## config.mk

```make
export PLATFORM = sky130hd
export DESIGN_NAME = muldiv_iter
export DESIGN_NICKNAME = d
export VERILOG_FILES = /design/src/rtl/muldiv_iter.sv
export SDC_FILE = /design/constraint.sdc
export NUM_CORES = 2
export LEC_CHECK = 0
export CAP_MARGIN = 20
export CELL_PAD_IN_SITES_DETAIL_PLACEMENT = 1
export CELL_PAD_IN_SITES_GLOBAL_PLACEMENT = 2
export CORE_UTILIZATION = 44
export DETAILED_ROUTE_END_ITERATION = 12
export DONT_BUFFER_PORTS = 1
export PLACE_DENSITY_LB_ADDON = 0.1
export REMOVE_ABC_BUFFERS = 1
export SYNTH_ARGS = -nofsm -noshare
export SYNTH_HDL_FRONTEND = slang
export SYNTH_SLANG_ARGS = --single-unit
```

## constraint.sdc

```tcl
create_clock -name clk_i -period 36 [get_ports clk_i]
set_input_delay 3.6 -clock clk_i [delete_from_list [all_inputs] [get_ports clk_i]]
set_output_delay 3.6 -clock clk_i [all_outputs]
set_load 0.05 [all_outputs]
```

## src/rtl/muldiv_iter.sv

```systemverilog
// Iterative RISC-V M-extension unit: MUL/MULH/MULHSU/MULHU/DIV/DIVU/REM/REMU
// behind a valid/ready handshake, with a radix-2 restoring divider and a
// selectable single-cycle or shift-add multiplier.
module muldiv_iter #(
  parameter int unsigned XLEN          = 32,
  parameter int unsigned MUL_ITERATIVE = 0
) (
  input  logic            clk_i,
  input  logic            rst_ni,
  input  logic            valid_i,
  output logic            ready_o,
  input  logic [2:0]      op_i,
  input  logic [XLEN-1:0] a_i,
  input  logic [XLEN-1:0] b_i,
  input  logic            kill_i,
  output logic            valid_o,
  input  logic            ready_i,
  output logic [XLEN-1:0] result_o,
  output logic            busy_o
);

  localparam int unsigned CW = $clog2(XLEN);

  localparam logic [2:0] OP_MUL    = 3'b000;
  localparam logic [2:0] OP_MULH   = 3'b001;
  localparam logic [2:0] OP_MULHSU = 3'b010;
  localparam logic [2:0] OP_DIV    = 3'b100;
  localparam logic [2:0] OP_REM    = 3'b110;

  localparam logic [XLEN-1:0] MIN_INT = {1'b1, {(XLEN-1){1'b0}}};

  typedef enum logic [1:0] {
    S_IDLE,
    S_MUL,
    S_DIV,
    S_DONE
  } state_e;

  state_e          state_q, state_d;
  logic [2:0]      op_q, op_d;
  logic            sa_q, sa_d;
  logic            sb_q, sb_d;
  logic [XLEN-1:0] bm_q, bm_d;
  logic [XLEN-1:0] hi_q, hi_d;
  logic [XLEN-1:0] lo_q, lo_d;
  logic [CW-1:0]   cnt_q, cnt_d;
  logic [XLEN-1:0] result_q, result_d;

  logic            a_neg_in, b_neg_in;
  logic [XLEN-1:0] a_mag_in, b_mag_in;
  logic            b_zero_in, ovf_in;
  logic [2*XLEN-1:0] prod_fast;
  logic [2*XLEN-1:0] prod_fast_fin;

  logic [XLEN:0]     mul_sum;
  logic [XLEN-1:0]   mul_hi, mul_lo;
  logic [2*XLEN-1:0] mul_fin;

  logic [XLEN:0]   div_shift;
  logic            div_ge;
  logic [XLEN-1:0] div_diff;
  logic [XLEN-1:0] div_hi, div_lo;
  logic [XLEN-1:0] quo_fin, rem_fin;

  function automatic logic [XLEN-1:0] pick_half(input logic [2:0] op,
                                                input logic [2*XLEN-1:0] p);
    return (op == OP_MUL) ? p[XLEN-1:0] : p[2*XLEN-1:XLEN];
  endfunction

  // Operand signedness depends on the opcode; unsigned ops and MUL use raw bits.
  always_comb begin
    a_neg_in  = a_i[XLEN-1] & ((op_i == OP_MULH) | (op_i == OP_MULHSU) |
                               (op_i == OP_DIV)  | (op_i == OP_REM));
    b_neg_in  = b_i[XLEN-1] & ((op_i == OP_MULH) | (op_i == OP_DIV) |
                               (op_i == OP_REM));
    a_mag_in  = a_neg_in ? (~a_i + 1'b1) : a_i;
    b_mag_in  = b_neg_in ? (~b_i + 1'b1) : b_i;
    b_zero_in = (b_i == '0);
    ovf_in    = ((op_i == OP_DIV) | (op_i == OP_REM)) &
                (a_i == MIN_INT) & (b_i == {XLEN{1'b1}});
  end

  generate
    if (MUL_ITERATIVE == 0) begin : g_fast_mul
      assign prod_fast = {{XLEN{1'b0}}, a_mag_in} * {{XLEN{1'b0}}, b_mag_in};
    end else begin : g_no_fast_mul
      assign prod_fast = '0;
    end
  endgenerate

  assign prod_fast_fin = (a_neg_in ^ b_neg_in) ? (~prod_fast + 1'b1) : prod_fast;

  // hi/lo double as product accumulator/multiplier and remainder/quotient.
  always_comb begin
    mul_sum = {1'b0, hi_q} + {1'b0, (lo_q[0] ? bm_q : {XLEN{1'b0}})};
    mul_hi  = mul_sum[XLEN:1];
    mul_lo  = {mul_sum[0], lo_q[XLEN-1:1]};
    mul_fin = (sa_q ^ sb_q) ? (~{mul_hi, mul_lo} + 1'b1) : {mul_hi, mul_lo};

    div_shift = {hi_q, lo_q[XLEN-1]};
    div_ge    = (div_shift >= {1'b0, bm_q});
    div_diff  = div_shift[XLEN-1:0] - bm_q;
    div_hi    = div_ge ? div_diff : div_shift[XLEN-1:0];
    div_lo    = {lo_q[XLEN-2:0], div_ge};
    quo_fin   = (sa_q ^ sb_q) ? (~div_lo + 1'b1) : div_lo;
    rem_fin   = sa_q ? (~div_hi + 1'b1) : div_hi;
  end

  always_comb begin
    state_d  = state_q;
    op_d     = op_q;
    sa_d     = sa_q;
    sb_d     = sb_q;
    bm_d     = bm_q;
    hi_d     = hi_q;
    lo_d     = lo_q;
    cnt_d    = cnt_q;
    result_d = result_q;

    case (state_q)
      S_IDLE: begin
        if (valid_i) begin
          op_d = op_i;
          sa_d = a_neg_in;
          sb_d = b_neg_in;
          bm_d = b_mag_in;
          hi_d = '0;
          lo_d = a_mag_in;
          if (!op_i[2]) begin
            if (MUL_ITERATIVE != 0) begin
              state_d = S_MUL;
              cnt_d   = CW'(XLEN - 1);
            end else begin
              result_d = pick_half(op_i, prod_fast_fin);
              state_d  = S_DONE;
            end
          end else if (b_zero_in) begin
            result_d = op_i[1] ? a_i : {XLEN{1'b1}};
            state_d  = S_DONE;
          end else if (ovf_in) begin
            result_d = op_i[1] ? {XLEN{1'b0}} : MIN_INT;
            state_d  = S_DONE;
          end else begin
            state_d = S_DIV;
            cnt_d   = CW'(XLEN - 1);
          end
        end
      end
      S_MUL: begin
        hi_d = mul_hi;
        lo_d = mul_lo;
        if (cnt_q == '0) begin
          result_d = pick_half(op_q, mul_fin);
          state_d  = S_DONE;
        end else begin
          cnt_d = cnt_q - 1'b1;
        end
      end
      S_DIV: begin
        hi_d = div_hi;
        lo_d = div_lo;
        if (cnt_q == '0) begin
          result_d = op_q[1] ? rem_fin : quo_fin;
          state_d  = S_DONE;
        end else begin
          cnt_d = cnt_q - 1'b1;
        end
      end
      S_DONE: begin
        if (ready_i) begin
          state_d = S_IDLE;
        end
      end
      default: begin
        state_d = S_IDLE;
      end
    endcase

    // A flush wins over everything, including a request presented alongside it.
    if (kill_i) begin
      state_d  = S_IDLE;
      cnt_d    = '0;
      result_d = '0;
    end
  end

  always_ff @(posedge clk_i) begin
    if (!rst_ni) begin
      state_q  <= S_IDLE;
      op_q     <= '0;
      sa_q     <= 1'b0;
      sb_q     <= 1'b0;
      bm_q     <= '0;
      hi_q     <= '0;
      lo_q     <= '0;
      cnt_q    <= '0;
      result_q <= '0;
    end else begin
      state_q  <= state_d;
      op_q     <= op_d;
      sa_q     <= sa_d;
      sb_q     <= sb_d;
      bm_q     <= bm_d;
      hi_q     <= hi_d;
      lo_q     <= lo_d;
      cnt_q    <= cnt_d;
      result_q <= result_d;
    end
  end

  assign ready_o  = (state_q == S_IDLE) & rst_ni;
  assign busy_o   = (state_q != S_IDLE);
  assign valid_o  = (state_q == S_DONE);
  assign result_o = result_q;

endmodule

```

After elaboration in Yosys (flattened, before gate mapping)
Cells that the tools add are included.

Add/sub/neg operators: 9. $mul: 1. Reduce and logical (&&, ||, !) cells: 15. Equal/unequal tests: 19. Bitwise logic cells: 20. Magnitude comparators: 1. Mux-type cells: 37.

Operator list (count): 2-to-1 mux 32 bit (19); one-hot mux 32 bit (3 select lines) (3); adder 32 x 1 -> 32 bit, second input constant (4); adder 64 x 1 -> 64 bit, second input constant (2); 2-to-1 mux 64 bit (2); NOT 32 bit (4); NOT 64 bit (2); equality test 32 bit, second input constant (2); multiplier 32 x 32 -> 64 bit (1); adder 32 x 32 -> 33 bit (1); greater-or-equal comparator 33 x 32 -> 1 bit (1); logical NOT 32 bit (1); subtractor 32 bit (1); 2-to-1 mux 5 bit (5); != test 2 bit, second input constant (7); one-hot mux 5 bit (2 select lines) (1); equality test 3 bit, second input constant (2); logical NOT 3 bit (2); 2-to-1 mux 2 bit (3); OR 1 bit (6); one-hot mux 2 bit (3 select lines) (1); AND reduction 6 bit (1); bitwise AND 1 bit (5); logical NOT 5 bit (1); other kinds (17) (25).

Word-level logic and storage cells: 111. Input bits: 72. Output and inout bits: 35. Register bits after elaboration: 140.

Depth between registers and ports, before layout
Depth in word-level cells: 14. Gate-level depth with buffers: 42. Depth with buffers taken out: 38.

Least setup slack after synthesis
Ideal clock, no wire load.

Path type: input to register. Start point: in b_i[4]. End point: reg result_q[26], in the netlist result_o[26]. Data arrival time: 14.079 ns. Path buffers: 3. Setup time: 0.061 ns. Stages: 35. Setup slack: 21.860 ns. Required time: 35.939 ns. Cells stage by stage: clkbuf_1 -> or4_1 -> or4b_1 -> nor3b_2 -> and2_1 -> a21oi_1 -> xnor2_1 -> clkbuf_1 -> nor2_1 -> fa_1 -> inv_1 -> fa_1 -> inv_1 -> fa_1 -> fa_1 -> fa_1 -> fa_1 -> fa_1 -> inv_1 -> fa_1 -> inv_1 -> ha_1 -> clkbuf_1 -> a21oi_1 -> o21ai_0 -> a21o_1 -> a221o_1 -> or3_1 -> a222oi_1 -> and3_1 -> nand4_2 -> nor3_2 -> mux2_2 -> o311ai_1 -> o2111a_1.

Longest elaborated chain between the ends: 11. Elaborated cells on any way between the ends: 17. Those cells by class: add/sub (2); mul (1); eq/ne (2); mux (7); bitwise (3); reduce/logical (2).

RTL lines: start: declaration (RTL line 14) `input logic [XLEN-1:0] b_i,`; NOT 32 bit (RTL line 77) `b_mag_in = b_neg_in ? (~b_i + 1'b1) : b_i;`; adder 32 x 1 -> 32 bit (RTL line 77); 2-to-1 mux 32 bit (RTL line 77); multiplier 32 x 32 -> 64 bit (RTL line 85) `assign prod_fast = {{XLEN{1'b0}}, a_mag_in} * {{XLEN{1'b0}}, b_mag_in};`; NOT 64 bit (RTL line 91) `assign prod_fast_fin = (a_neg_in ^ b_neg_in) ? (~prod_fast + 1'b1) : prod_fast;`; adder 64 x 1 -> 64 bit (RTL line 91); 2-to-1 mux 64 bit (RTL line 91); 2-to-1 mux 32 bit (RTL line 67) `return (op == OP_MUL) ? p[XLEN-1:0] : p[2*XLEN-1:XLEN];`; 2-to-1 mux 32 bit (RTL line 129) `if (!op_i[2]) begin`; 2-to-1 mux 32 bit (RTL line 122) `if (valid_i) begin`; one-hot mux 32 bit (3 select lines) (RTL line 120) `case (state_q)`; end signal: assignment (RTL line 207) `result_q <= result_d;`; end: declaration (RTL line 47) `logic [XLEN-1:0] result_q, result_d;`.

Several ways; a longest one is shown, not always the timed one. The select of a mux whose other input is x is not followed. A chain may end at the register's enable or synchronous reset.

Worst setup path after layout
Start point: in a_i[6]. End point: reg result_q[13], in the netlist result_o[13].

Longest elaborated chain between the ends: 11. Elaborated cells on any way between the ends: 16. Those cells by class: add/sub (2); mul (1); eq/ne (2); mux (6); bitwise (4); reduce/logical (1).

RTL lines: start: declaration (RTL line 13) `input logic [XLEN-1:0] a_i,`; NOT 32 bit (RTL line 76) `a_mag_in = a_neg_in ? (~a_i + 1'b1) : a_i;`; adder 32 x 1 -> 32 bit (RTL line 76); 2-to-1 mux 32 bit (RTL line 76); multiplier 32 x 32 -> 64 bit (RTL line 85); NOT 64 bit (RTL line 91); adder 64 x 1 -> 64 bit (RTL line 91); 2-to-1 mux 64 bit (RTL line 91); 2-to-1 mux 32 bit (RTL line 67); 2-to-1 mux 32 bit (RTL line 129); 2-to-1 mux 32 bit (RTL line 122); one-hot mux 32 bit (3 select lines) (RTL line 120).

Several ways; a longest one is shown, not always the timed one. The select of a mux whose other input is x is not followed.

==> results.md <==
- Synth area leader: fa_1
- Vias in the first global route: 53.50k
- Top FF cell, synth: dfxtp_1
- Worst EP required: 36350 ps
- Slowest-stage cell, CP: a2111oi_0
- Endpoint class of the critical path: register
- Clock Latency Late Sink: 510 ps
- Max stage delay on crit path: 850 ps
- CTS tree: built
- Fin. Hold Viols: 0
- WP depth: 32
- Starting DRT DRC Count: 4909
- Clock Sinks: 140
- Setup violations, final: 0
- Setup TNS Final: 0 ps
- Final slew viol count: 0
- Post-Syn Area: 52440 sq um
- DIE AREA: 120600 sq um
- Total gr overflow: 0
- Layout cell share with drive strength beyond 1: 5.787%
- Cell mode on critical path: fa_1
- Warnings from Yosys: 0
- Syn_area_per_cell: 7.865 sq um
- Asr flop ratio synth: 0%
- Largest net degree at the start of global routing: 105
- Core area: 118100 sq um
- Width of the die: 347.2 microns
- Critical-path maximum fanout: 21
- Reg2Reg Depth: 22
- Routed len/inst: 31.69 microns
- Antenna violations before repair: 10
- Final WL: 253.2 mm
- Number of I/O pins: 107
- Post-synth cell types: 108
- Commonest cells after routing, fill and taps aside: 977 x inv_1, 898 x fa_1, 835 x nor2_1
- Post_cts resized: 0
- Relative slew slack: 17.87%
- Drt pass-1 iters: 6
- CTS Buf Count: 17
- Hold-fix buffers at CTS: 0
- Worst setup path start: a_i[6]
- Dpl hpwl: 201.7 mm
- Post-synth top area share: 34.28%
- Final min period: 15900 ps
- Fmax: 62.90 MHz
- Nets: 7743
- RSZ-0062 raised after global routing: false
- Worst-margin pin slew: 1232 ps
- Sequential share of the synthesized area: 5.344%
- Worst reg2reg setup slack: 29000 ps
- WS Path Type: input pin to register
- H-tree Lvls: 4
- Clock slew at reported path FFs: 70 ps
- Reg2Reg Launch Point: lo_q[31]$_SDFFE_PN0P_
- Final GP Congestion: 0.9853
- Arrival time worst endpoint: 16250 ps
- Number of placement rows: 126
- GRT Total Usage: 42.28%
- CTS root buf: clkbuf_16
- Status: completed
- IO buf count: 0
- HP Class: register to register
- Fillers: 14.37k
- FF+latch count, synth: 140
- Clock Path Buffers: 2
- First-pass GRT wire length: 370.5 mm
- Die height: 347.2 microns
- Worst path top cell family by delay: adder cells
- Post-Synthesis Cells: 6668
- Via density: 6.364
- CP endpoint: result_o[13]$_SDFFE_PP0P_
- Critical R2R Capture: result_o[22]$_SDFFE_PP0P_
- Main area contributors after synthesis: fa_1 34%, ha_1 8.1%, inv_1 7.0%
- Initial core utilization: 44.41%
- Max-Cap Viols: 0
- Commonest non-fill, non-tap cell in the layout: inv_1
- Final setup skew: 18.86 ps
- P&R area growth vs syn: 5.530%
- Post-synth EDFFs: 0
- Startpoint types: input pin
- Post CTS Setup Buffer Count: 0
- CP bufs+invs: 3
- DRC Markers: 0
- Post-route ant nets: 0
- Routed vias: 50.85k
- Fin crit share: 44.16%
cell type report:
| cell class | count | area (sq um) | area share, % |
|---|---|---|---|
| Multi-Input combinational cell | 5136 | 45140 | 81.57 |
| Clock inverter | 15 | 166.4 | 0.3007 |
| Antenna cell | 9 | 22.52 | 0.04069 |
| Clock buffer | 17 | 425.4 | 0.7687 |
| Timing Repair Buffer | 156 | 1180 | 2.132 |
| Inverter | 981 | 3682 | 6.654 |
| Sequential cell | 140 | 2803 | 5.064 |
| Tap cell | 1536 | 1922 | 3.473 |
kinds of logic after synthesis:
kind of cell,Yosys count,synth area share (%)
buffers and inverters,1392,10.08
AND/OR/NAND/NOR,2286,19.66
XOR/XNOR,319,5.328
AO/OA/AOI/OAI,1250,16.32
flip-flops,140,5.344
adder cells (fa/ha/maj),1239,42.42
multiplexers,42,0.8470
Yosys cell counts, drive strengths merged, types with 42 or more instances:
library cell	number
o21ai	273
a221oi	51
a21boi	50
xnor2	166
nor2b	46
clkbuf	362
a22oi	42
o31ai	53
and2	59
ha	341
nor4	49
xor2	153
a211oi	50
buf	49
nand4	71
a21o	57
or3	47
nor3	90
and3	45
nand2	809
a21oi	274
dfxtp	140
nor2	838
nand3	86
fa	898
inv	979
worst min path at each step:
stage	startpoint	cells past startpoint	slack, ps	end
3_3_place_gp	op_q[2]$_SDFFE_PN0P_	2	480	op_q[2]$_SDFFE_PN0P_
5_1_grt	bm_q[11]$_SDFFE_PN0P_	1	520	bm_q[11]$_SDFFE_PN0P_
4_1_cts	op_q[2]$_SDFFE_PN0P_	2	490	op_q[2]$_SDFFE_PN0P_
3_5_place_dp	op_q[2]$_SDFFE_PN0P_	2	480	op_q[2]$_SDFFE_PN0P_
2_1_floorplan	op_q[0]$_SDFFE_PN0P_	2	450	op_q[0]$_SDFFE_PN0P_
6_report	op_q[2]$_SDFFE_PN0P_	2	490	op_q[2]$_SDFFE_PN0P_
state kept, by name (all words and copies together) (netlist names):
name	count
hi_q	32
bm_q	32
sb_q	1
result_o	32
op_q	3
state_q	2
sa_q	1
cnt_q	5
lo_q	32
through the flow:
step | util, % | setup slack (ps) | instances | instance area (sq um) | hold slack (ps)
6_report | 46.87 | 20100 | 7990 | 55340 | 488.8
5_1_grt | 46.86 | 19710 | 7986 | 55330 | 523.4
4_1_cts | 46.83 | 20500 | 7978 | 55290 | 491.5
3_5_place_dp | 46.33 | 19980 | 7946 | 54700 | 481.4
3_3_place_gp | 46.32 | 20210 | 7945 | 54690 | 475.6
2_1_floorplan | - | 21500 | 6257 | 50840 | 452.7
tightest hold or removal path: cells and delay by family (launching register included):
kind            cells  cell delay (ps)
flops               1              330
compound gates      1               60
simple gates        1               50
per-layer routing:
metal | vias up | wire length, microns | global-route usage (%)
li1 | 21339 | - | -
met1 | 26461 | 100000 | 53.90
met2 | 2456 | 114100 | 67.25
met3 | 582 | 23800 | 9.354
met4 | 8 | 15270 | 21.51
met5 | - | 50 | 0
Power is left out: the tool's default activity adds up to more than one toggle a clock period on the data nets, which glitch-free logic cannot reach.
